**src/rtl/circle_draw_unit_p.sv**
```systemverilog
// circle_draw_unit_p
// Midpoint circle rasteriser for the framebuffer drawing engine. It accepts a
// centre, radius and colour from the register bus and walks the first octant.
// Each step is mirrored into all eight octants. Every mirrored point inside
// the frame becomes one masked 32-bit word write on the de_* port. Points
// outside the frame are dropped, so the unit never produces a wrapped address.

module circle_draw_unit_p #(
    parameter int STRIDE   = 640,
    parameter int HEIGHT   = 480,
    parameter int PIX_BITS = 8,
    parameter int ADDR_W   = 18
) (
    input  logic              clk,
    input  logic              rst,
    input  logic              req,
    output logic              ack,
    output logic              busy,
    input  logic [15:0]       r0,
    input  logic [15:0]       r1,
    input  logic [15:0]       r2,
    input  logic [15:0]       r3,
    input  logic [15:0]       r4,
    input  logic [15:0]       r5,
    input  logic [15:0]       r6,
    input  logic [15:0]       r7,
    output logic              de_req,
    input  logic              de_ack,
    output logic [ADDR_W-1:0] de_addr,
    output logic [3:0]        de_nbyte,
    output logic              de_rnw,
    output logic [31:0]       de_w_data,
    input  logic [31:0]       de_r_data
);

    // Frame limits as signed values so that negative coordinates compare correctly
    localparam logic signed [17:0] STRIDE_S = 18'(STRIDE);
    localparam logic signed [17:0] HEIGHT_S = 18'(HEIGHT);
    localparam logic [31:0]        STRIDE_U = 32'(STRIDE);
    localparam logic [31:0]        BPP_U    = 32'(PIX_BITS / 8);

    typedef enum logic [1:0] {
        ST_IDLE  = 2'd0,
        ST_SETUP = 2'd1,
        ST_WRITE = 2'd2,
        ST_STEP  = 2'd3
    } state_t;

    state_t              state_r, state_nxt_s;

    logic [15:0]         xc_r, yc_r, colour_r;
    logic [15:0]         xc_nxt_s, yc_nxt_s, colour_nxt_s;
    logic signed [17:0]  x_r, y_r, e_r;
    logic signed [17:0]  x_nxt_s, y_nxt_s, e_nxt_s;
    logic [2:0]          octant_r, octant_nxt_s;

    logic                ack_r, ack_nxt_s;
    logic                busy_r, busy_nxt_s;
    logic                de_req_r, de_req_nxt_s;
    logic [ADDR_W-1:0]   de_addr_r, de_addr_nxt_s;
    logic [3:0]          de_nbyte_r, de_nbyte_nxt_s;
    logic [31:0]         de_w_data_r, de_w_data_nxt_s;

    logic signed [17:0]  xc_s, yc_s;
    logic signed [17:0]  px_s, py_s;
    logic                clip_s;
    logic [31:0]         byte_addr_s;
    logic [3:0]          pix_nbyte_s;
    logic [31:0]         pix_data_s;

    logic                oct_last_s;
    logic [2:0]          octant_adv_s;
    state_t              state_adv_s;

    logic signed [17:0]  e_sub_s, x_inc_s, y_dec_s, e_adj_s;

    logic                unused_s;

    assign xc_s = signed'({2'b00, xc_r});
    assign yc_s = signed'({2'b00, yc_r});

    // Mirror the current (x, y) into the point belonging to the active octant
    always_comb begin
        px_s = xc_s + x_r;
        py_s = yc_s + y_r;
        case (octant_r)
            3'd0: begin px_s = xc_s + x_r; py_s = yc_s + y_r; end
            3'd1: begin px_s = xc_s + y_r; py_s = yc_s + x_r; end
            3'd2: begin px_s = xc_s + y_r; py_s = yc_s - x_r; end
            3'd3: begin px_s = xc_s + x_r; py_s = yc_s - y_r; end
            3'd4: begin px_s = xc_s - x_r; py_s = yc_s - y_r; end
            3'd5: begin px_s = xc_s - y_r; py_s = yc_s - x_r; end
            3'd6: begin px_s = xc_s - y_r; py_s = yc_s + x_r; end
            3'd7: begin px_s = xc_s - x_r; py_s = yc_s + y_r; end
            default: begin px_s = xc_s + x_r; py_s = yc_s + y_r; end
        endcase
    end

    assign clip_s = (px_s < 18'sd0) || (px_s >= STRIDE_S) ||
                    (py_s < 18'sd0) || (py_s >= HEIGHT_S);

    // Only meaningful for visible points, where px and py are known non-negative
    assign byte_addr_s = ((32'(py_s[16:0]) * STRIDE_U) + 32'(py_s[16:0] & 17'd0) +
                          32'(px_s[16:0])) * BPP_U;

    // Byte lane selection and colour replication for the configured pixel size
    always_comb begin
        if (PIX_BITS == 16) begin
            pix_nbyte_s = byte_addr_s[1] ? 4'b0011 : 4'b1100;
            pix_data_s  = {2{colour_r[15:0]}};
        end else begin
            pix_nbyte_s = ~(4'b0001 << byte_addr_s[1:0]);
            pix_data_s  = {4{colour_r[7:0]}};
        end
    end

    // After the eighth octant the algorithm steps; otherwise it mirrors the next octant
    assign oct_last_s   = (octant_r == 3'd7);
    assign octant_adv_s = oct_last_s ? 3'd0 : (octant_r + 3'd1);
    assign state_adv_s  = oct_last_s ? ST_STEP : ST_SETUP;

    // Midpoint error update terms for one step along the octant
    assign e_sub_s = e_r - (x_r + x_r + 18'sd1);
    assign x_inc_s = x_r + 18'sd1;
    assign y_dec_s = y_r - 18'sd1;
    assign e_adj_s = e_sub_s + y_dec_s + y_dec_s;

    // Next-state and next-output logic for the drawing sequencer
    always_comb begin
        state_nxt_s     = state_r;
        xc_nxt_s        = xc_r;
        yc_nxt_s        = yc_r;
        colour_nxt_s    = colour_r;
        x_nxt_s         = x_r;
        y_nxt_s         = y_r;
        e_nxt_s         = e_r;
        octant_nxt_s    = octant_r;
        ack_nxt_s       = 1'b0;
        de_req_nxt_s    = de_req_r;
        de_addr_nxt_s   = de_addr_r;
        de_nbyte_nxt_s  = de_nbyte_r;
        de_w_data_nxt_s = de_w_data_r;

        case (state_r)
            ST_IDLE: begin
                if (req) begin
                    xc_nxt_s     = r0;
                    yc_nxt_s     = r1;
                    colour_nxt_s = r3;
                    x_nxt_s      = 18'sd0;
                    y_nxt_s      = signed'({2'b00, r2});
                    e_nxt_s      = signed'({2'b00, r2});
                    octant_nxt_s = 3'd0;
                    ack_nxt_s    = 1'b1;
                    state_nxt_s  = ST_SETUP;
                end else begin
                    state_nxt_s  = ST_IDLE;
                end
            end

            ST_SETUP: begin
                if (clip_s) begin
                    octant_nxt_s = octant_adv_s;
                    state_nxt_s  = state_adv_s;
                end else begin
                    de_req_nxt_s    = 1'b1;
                    de_addr_nxt_s   = byte_addr_s[ADDR_W+1:2];
                    de_nbyte_nxt_s  = pix_nbyte_s;
                    de_w_data_nxt_s = pix_data_s;
                    state_nxt_s     = ST_WRITE;
                end
            end

            ST_WRITE: begin
                if (de_ack) begin
                    de_req_nxt_s = 1'b0;
                    octant_nxt_s = octant_adv_s;
                    state_nxt_s  = state_adv_s;
                end else begin
                    de_req_nxt_s = 1'b1;
                end
            end

            ST_STEP: begin
                x_nxt_s = x_inc_s;
                if (e_sub_s < 18'sd0) begin
                    y_nxt_s = y_dec_s;
                    e_nxt_s = e_adj_s;
                end else begin
                    y_nxt_s = y_r;
                    e_nxt_s = e_sub_s;
                end
                if (x_inc_s > y_nxt_s) begin
                    state_nxt_s = ST_IDLE;
                end else begin
                    state_nxt_s = ST_SETUP;
                end
            end

            default: begin
                de_req_nxt_s = 1'b0;
                state_nxt_s  = ST_IDLE;
            end
        endcase

        busy_nxt_s = (state_nxt_s != ST_IDLE);
    end

    // State register; reset wins over everything, including a pending write
    always_ff @(posedge clk) begin
        if (rst) begin
            state_r <= ST_IDLE;
        end else begin
            state_r <= state_nxt_s;
        end
    end

    // Datapath and registered output stage
    always_ff @(posedge clk) begin
        if (rst) begin
            xc_r        <= 16'd0;
            yc_r        <= 16'd0;
            colour_r    <= 16'd0;
            x_r         <= 18'sd0;
            y_r         <= 18'sd0;
            e_r         <= 18'sd0;
            octant_r    <= 3'd0;
            ack_r       <= 1'b0;
            busy_r      <= 1'b0;
            de_req_r    <= 1'b0;
            de_addr_r   <= '0;
            de_nbyte_r  <= 4'hF;
            de_w_data_r <= 32'd0;
        end else begin
            xc_r        <= xc_nxt_s;
            yc_r        <= yc_nxt_s;
            colour_r    <= colour_nxt_s;
            x_r         <= x_nxt_s;
            y_r         <= y_nxt_s;
            e_r         <= e_nxt_s;
            octant_r    <= octant_nxt_s;
            ack_r       <= ack_nxt_s;
            busy_r      <= busy_nxt_s;
            de_req_r    <= de_req_nxt_s;
            de_addr_r   <= de_addr_nxt_s;
            de_nbyte_r  <= de_nbyte_nxt_s;
            de_w_data_r <= de_w_data_nxt_s;
        end
    end

    assign ack       = ack_r;
    assign busy      = busy_r;
    assign de_req    = de_req_r;
    assign de_addr   = de_addr_r;
    assign de_nbyte  = de_nbyte_r;
    assign de_w_data = de_w_data_r;
    assign de_rnw    = 1'b0;

    // Reserved registers, read data and spare address/colour bits are intentionally unused
    assign unused_s = ^{r4, r5, r6, r7, de_r_data, byte_addr_s, colour_r};

endmodule

```
**config.mk**
```make
export PLATFORM = sky130hd
export DESIGN_NAME = circle_draw_unit_p
export DESIGN_NICKNAME = d
export VERILOG_FILES = /design/src/rtl/circle_draw_unit_p.sv
export SDC_FILE = /design/constraint.sdc
export NUM_CORES = 1
export LEC_CHECK = 0
export CAP_MARGIN = 15
export CORE_ASPECT_RATIO = 0.8
export CORE_MARGIN = 2
export CORE_UTILIZATION = 35
export DETAILED_ROUTE_END_ITERATION = 8
export PLACE_DENSITY_LB_ADDON = 0.3
export REMOVE_ABC_BUFFERS = 1
export SYNTH_ARGS = -nofsm -noshare
export SYNTH_HDL_FRONTEND = slang
export SYNTH_SLANG_ARGS = --single-unit
export TNS_END_PERCENT = 30
```
**constraint.sdc**
```tcl
create_clock -name clk -period 7.6 [get_ports clk]
set_input_delay 1.52 -clock clk [delete_from_list [all_inputs] [get_ports clk]]
set_output_delay 1.52 -clock clk [all_outputs]
set_load 0.005 [all_outputs]
```
==> impl_metrics.toml <==
[floorplan]
floorplan.io_pins = 222
die-area_mm2 = 0.0377
rows = 62
initial_utilization_pct = 35.4
die_w_um = 217
die_height_um = 174
core_region_area_mm2 = 0.0358

[sta]
worst_hold_slack_ns = 0.453
clock-skew-final_ns = 0.0170
final-hold-violation-count = 0
rel_slew_slack_pct = 17.8
min_period_over_period_pct = 93.0
worst_max_slew_pin_slew_ns = 1.23
finalSetupTns_ns = 0
rsz_0062_raised_after_global_routing = "no"
final.min_clock_period_ns = 7.07
drv_slew = 0
setup_viol = 0
maxClockFrequency_ghz = 0.142

[logic_synthesis]
yosys_warnings = 0
post_synth_num_cell_types = 89
postSynth.asyncResetShare_pct = 0
synth-seq-area-share_pct = 20.9
synth.ff_latch_count = 132
synth.cell_area_mm2 = 0.0127
synth_area_leader_cell = "sky130_fd_sc_hd__dfxtp_1"
synth_largest_type_area_fraction_pct = 20.9
flip_flop_cell_with_the_highest_count_after_synthesis = "sky130_fd_sc_hd__dfxtp_1"
post_synth.cell_area_avg_um2 = 7.52
ys_top_cells_by_count = "sky130_fd_sc_hd__nor2_1 (166), sky130_fd_sc_hd__a21oi_1 (158), sky130_fd_sc_hd__nand2_1 (152)"
syn-instance-count = 1682
yosysMostFrequentCell = "sky130_fd_sc_hd__nor2_1"
synth_edf_count = 0
synthTopCellsByArea = "sky130_fd_sc_hd__dfxtp_1 (21%), sky130_fd_sc_hd__ha_1 (13%), sky130_fd_sc_hd__xnor2_1 (7.1%), sky130_fd_sc_hd__a21oi_1 (6.3%), sky130_fd_sc_hd__nor2_1 (4.9%)"

[clock_network]
clock_insertion_delay_worst_skew_ns = 0.46
postCtsHoldBufs = 0
cts_post_setup_buffers_inserted = 0
cts.htree.levels = 4
ctsRootBufferMaster = "sky130_fd_sc_hd__clkbuf_16"
cts.sink_count = 132
clock_path_buffers = 2
number_of_cts_inserted_buffers = 17
cts_repair_resize_count = 0
tritoncts = "built"
worst_setup_hold_path_clk_slew_ns = 0.06

[finish]
final_core_utilization_pct = 40.9
final_nets = 2012
antenna_diode_count = 0
area_delta_synth_final_pct = 15.5
multiInputGateArea_mm2 = 0.00913
drive_gt1_share_pct = 5.90
layout.area.seq_mm2 = 0.00264
stdcell_area_mm2 = 0.0146
filler_cell_count = 3706

[global_routing]
grt_first_pass_wirelength_um = 62800
grt_antenna_before_repair = 0
gr-usage-all-layers_pct = 21.0
globalRoute.totalOverflow = 0
first_global_vias = 11358
largest_net_degree_at_the_start_of_global_routing = 55

[drt]
dr.pass1.iters = 8
post_drt_via_cell_ratio = 5.60
detailroute.via_count = 12370
wire_per_inst_um = 18.0
drt_iter0_markers = 1252
finalWirelength_um = 39700
drtAntennaViolNets = 0
detail_route.drc_violations = 0

[pwr]
irDropWorstVdd_v = 0.000164
leak_pwr_nw = 5.85
pwr_per_cell_area_mw_per_mm2 = 222

[hold_path]
hold_class = "reg -> reg"
min_from = "colour_r[4]"

[run_status]
status = "finished clean"

[worst_setup_path]
worst_path_class_setup = "reg -> reg"
critical_path.reg2reg.startpoint = "y_r[0]"
crit_fanout = 7
startpoint_type = "flop"
cp_data_required_time_ns = 7.94
worstPathArrival_ns = 7.41
timing.critical_path.to_type = "flop"
critPathLaunch = "y_r[0]"

[place]
finalWeightedCongestion = 0.909
detailed_place_hpwl_um = 30100
postPlaceCellArea_mm2 = 0.0140
io_buffers = 116

[flow_run]
drv_cap = 0
-- cell families after synthesis --
| logic type | Yosys count | share of synthesized area [%] |
|---|---|---|
| flip-flops | 132 | 20.9 |
| AO/OA/AOI/OAI | 491 | 25.1 |
| buffers and inverters | 203 | 7.17 |
| AND/OR/NAND/NOR | 546 | 20.6 |
| adder cells (fa/ha/maj) | 133 | 13.5 |
| other | 1 | 0.0296 |
| multiplexers | 48 | 3.85 |
| XOR/XNOR | 128 | 8.86 |
-- power breakdown --
group / switching, mW / internal [mW] / leakage [nW]
clock network: 0.388 / 0.465 / 0.293
logic: 0.922 / 0.720 / 4.48
registers: 0.0343 / 0.720 / 1.08
total: 1.34 / 1.91 / 5.85
-- area by class of cell --
| type | instances | share of cell area [%] |
|---|---|---|
| repair buffers | 146 | 9.55 |
| clock inverters | 15 | 1.08 |
| multi-input cells | 1347 | 62.4 |
| inverters | 71 | 1.82 |
| well taps | 480 | 4.11 |
| clock buffers | 17 | 2.91 |
| flip-flops and latches | 132 | 18.1 |
-- final timing paths --
check	endpoint	slack, ns	cells past startpoint
setup / recovery	de_addr[17]	0.53	27
hold / removal	colour_r[4]	0.45	2
setup reg to reg	de_addr[17]	0.53	27
hold reg to reg	colour_r[4]	0.45	2
-- cells in the final DEF (no fill, tap or decap), types with 20 or more instances in the layout --
| cell | instances |
|---|---|
| sky130_fd_sc_hd__nand2b_1 | 21 |
| sky130_fd_sc_hd__nor2_1 | 165 |
| sky130_fd_sc_hd__o21a_1 | 20 |
| sky130_fd_sc_hd__clkdlybuf4s50_1 | 115 |
| sky130_fd_sc_hd__nand3_1 | 21 |
| sky130_fd_sc_hd__nor3_1 | 50 |
| sky130_fd_sc_hd__o21ai_0 | 105 |
| sky130_fd_sc_hd__nand2_1 | 151 |
| sky130_fd_sc_hd__buf_4 | 30 |
| sky130_fd_sc_hd__or3_1 | 22 |
| sky130_fd_sc_hd__a21o_1 | 24 |
| sky130_fd_sc_hd__inv_1 | 69 |
| sky130_fd_sc_hd__ha_1 | 127 |
| sky130_fd_sc_hd__a21oi_1 | 157 |
| sky130_fd_sc_hd__xnor2_1 | 103 |
| sky130_fd_sc_hd__xor2_1 | 25 |
| sky130_fd_sc_hd__and3_1 | 21 |
| sky130_fd_sc_hd__dfxtp_1 | 132 |
| sky130_fd_sc_hd__a211oi_1 | 20 |
| sky130_fd_sc_hd__mux2i_1 | 43 |
-- routing by layer --
layer  share of wire (%)  wire [µm]  vias to the layer above  global-route usage (%)
met3                 7.3       2910                       31                    4.72
met5                   0          0                        -                       0
met1                  50      19700                     5810                    30.7
li1                    -          -                     6126                       -
met4                 1.7        662                        0                    5.42
met2                  41      16400                      403                    30.6
-- flip-flops by register name, indices dropped and copies added, names as in the netlist --
signal,count
yc_r,16
de_nbyte,4
octant_r,3
colour_r,8
xc_r,16
y_r,18
state_r,2
de_w_data,8
busy,1
de_addr,18
ack,1
de_req,1
e_r,18
x_r,18
-- worst max-delay path, cell delays in order, from the launching register on --
cell                       delay, ns
sky130_fd_sc_hd__dfxtp_1        0.36
sky130_fd_sc_hd__inv_1          0.14
sky130_fd_sc_hd__ha_1           0.18
sky130_fd_sc_hd__or3b_4         0.40
sky130_fd_sc_hd__or3_1          0.33
sky130_fd_sc_hd__or3_4          0.38
sky130_fd_sc_hd__or3_1          0.33
sky130_fd_sc_hd__or3_1          0.34
sky130_fd_sc_hd__or3_1          0.35
sky130_fd_sc_hd__a22o_1         0.20
sky130_fd_sc_hd__a221oi_1       0.42
sky130_fd_sc_hd__ha_1           0.39
sky130_fd_sc_hd__a21oi_1        0.17
sky130_fd_sc_hd__o21ai_0        0.11
sky130_fd_sc_hd__a31o_2         0.22
sky130_fd_sc_hd__a21oi_1        0.32
sky130_fd_sc_hd__xnor2_1        0.23
sky130_fd_sc_hd__inv_1          0.11
sky130_fd_sc_hd__ha_1           0.33
sky130_fd_sc_hd__a21o_1         0.18
sky130_fd_sc_hd__a21oi_1        0.17
sky130_fd_sc_hd__inv_1          0.08
sky130_fd_sc_hd__o41a_1         0.44
sky130_fd_sc_hd__and2_1         0.19
sky130_fd_sc_hd__a32oi_1        0.21
sky130_fd_sc_hd__xnor2_1        0.15
sky130_fd_sc_hd__mux2i_1        0.08
sky130_fd_sc_hd__and2_1         0.15
-- through the flow --
step,total power [mW],worst slack [ns],cells
finish,3.25,0.535,2208
floorplan,1.99,-0.606,1550
global placement,2.36,0.730,2176
detailed placement,2.38,0.654,2176
CTS,3.26,0.614,2208
global route,3.48,0.0880,2208
Power figures use the tool's default switching activity.
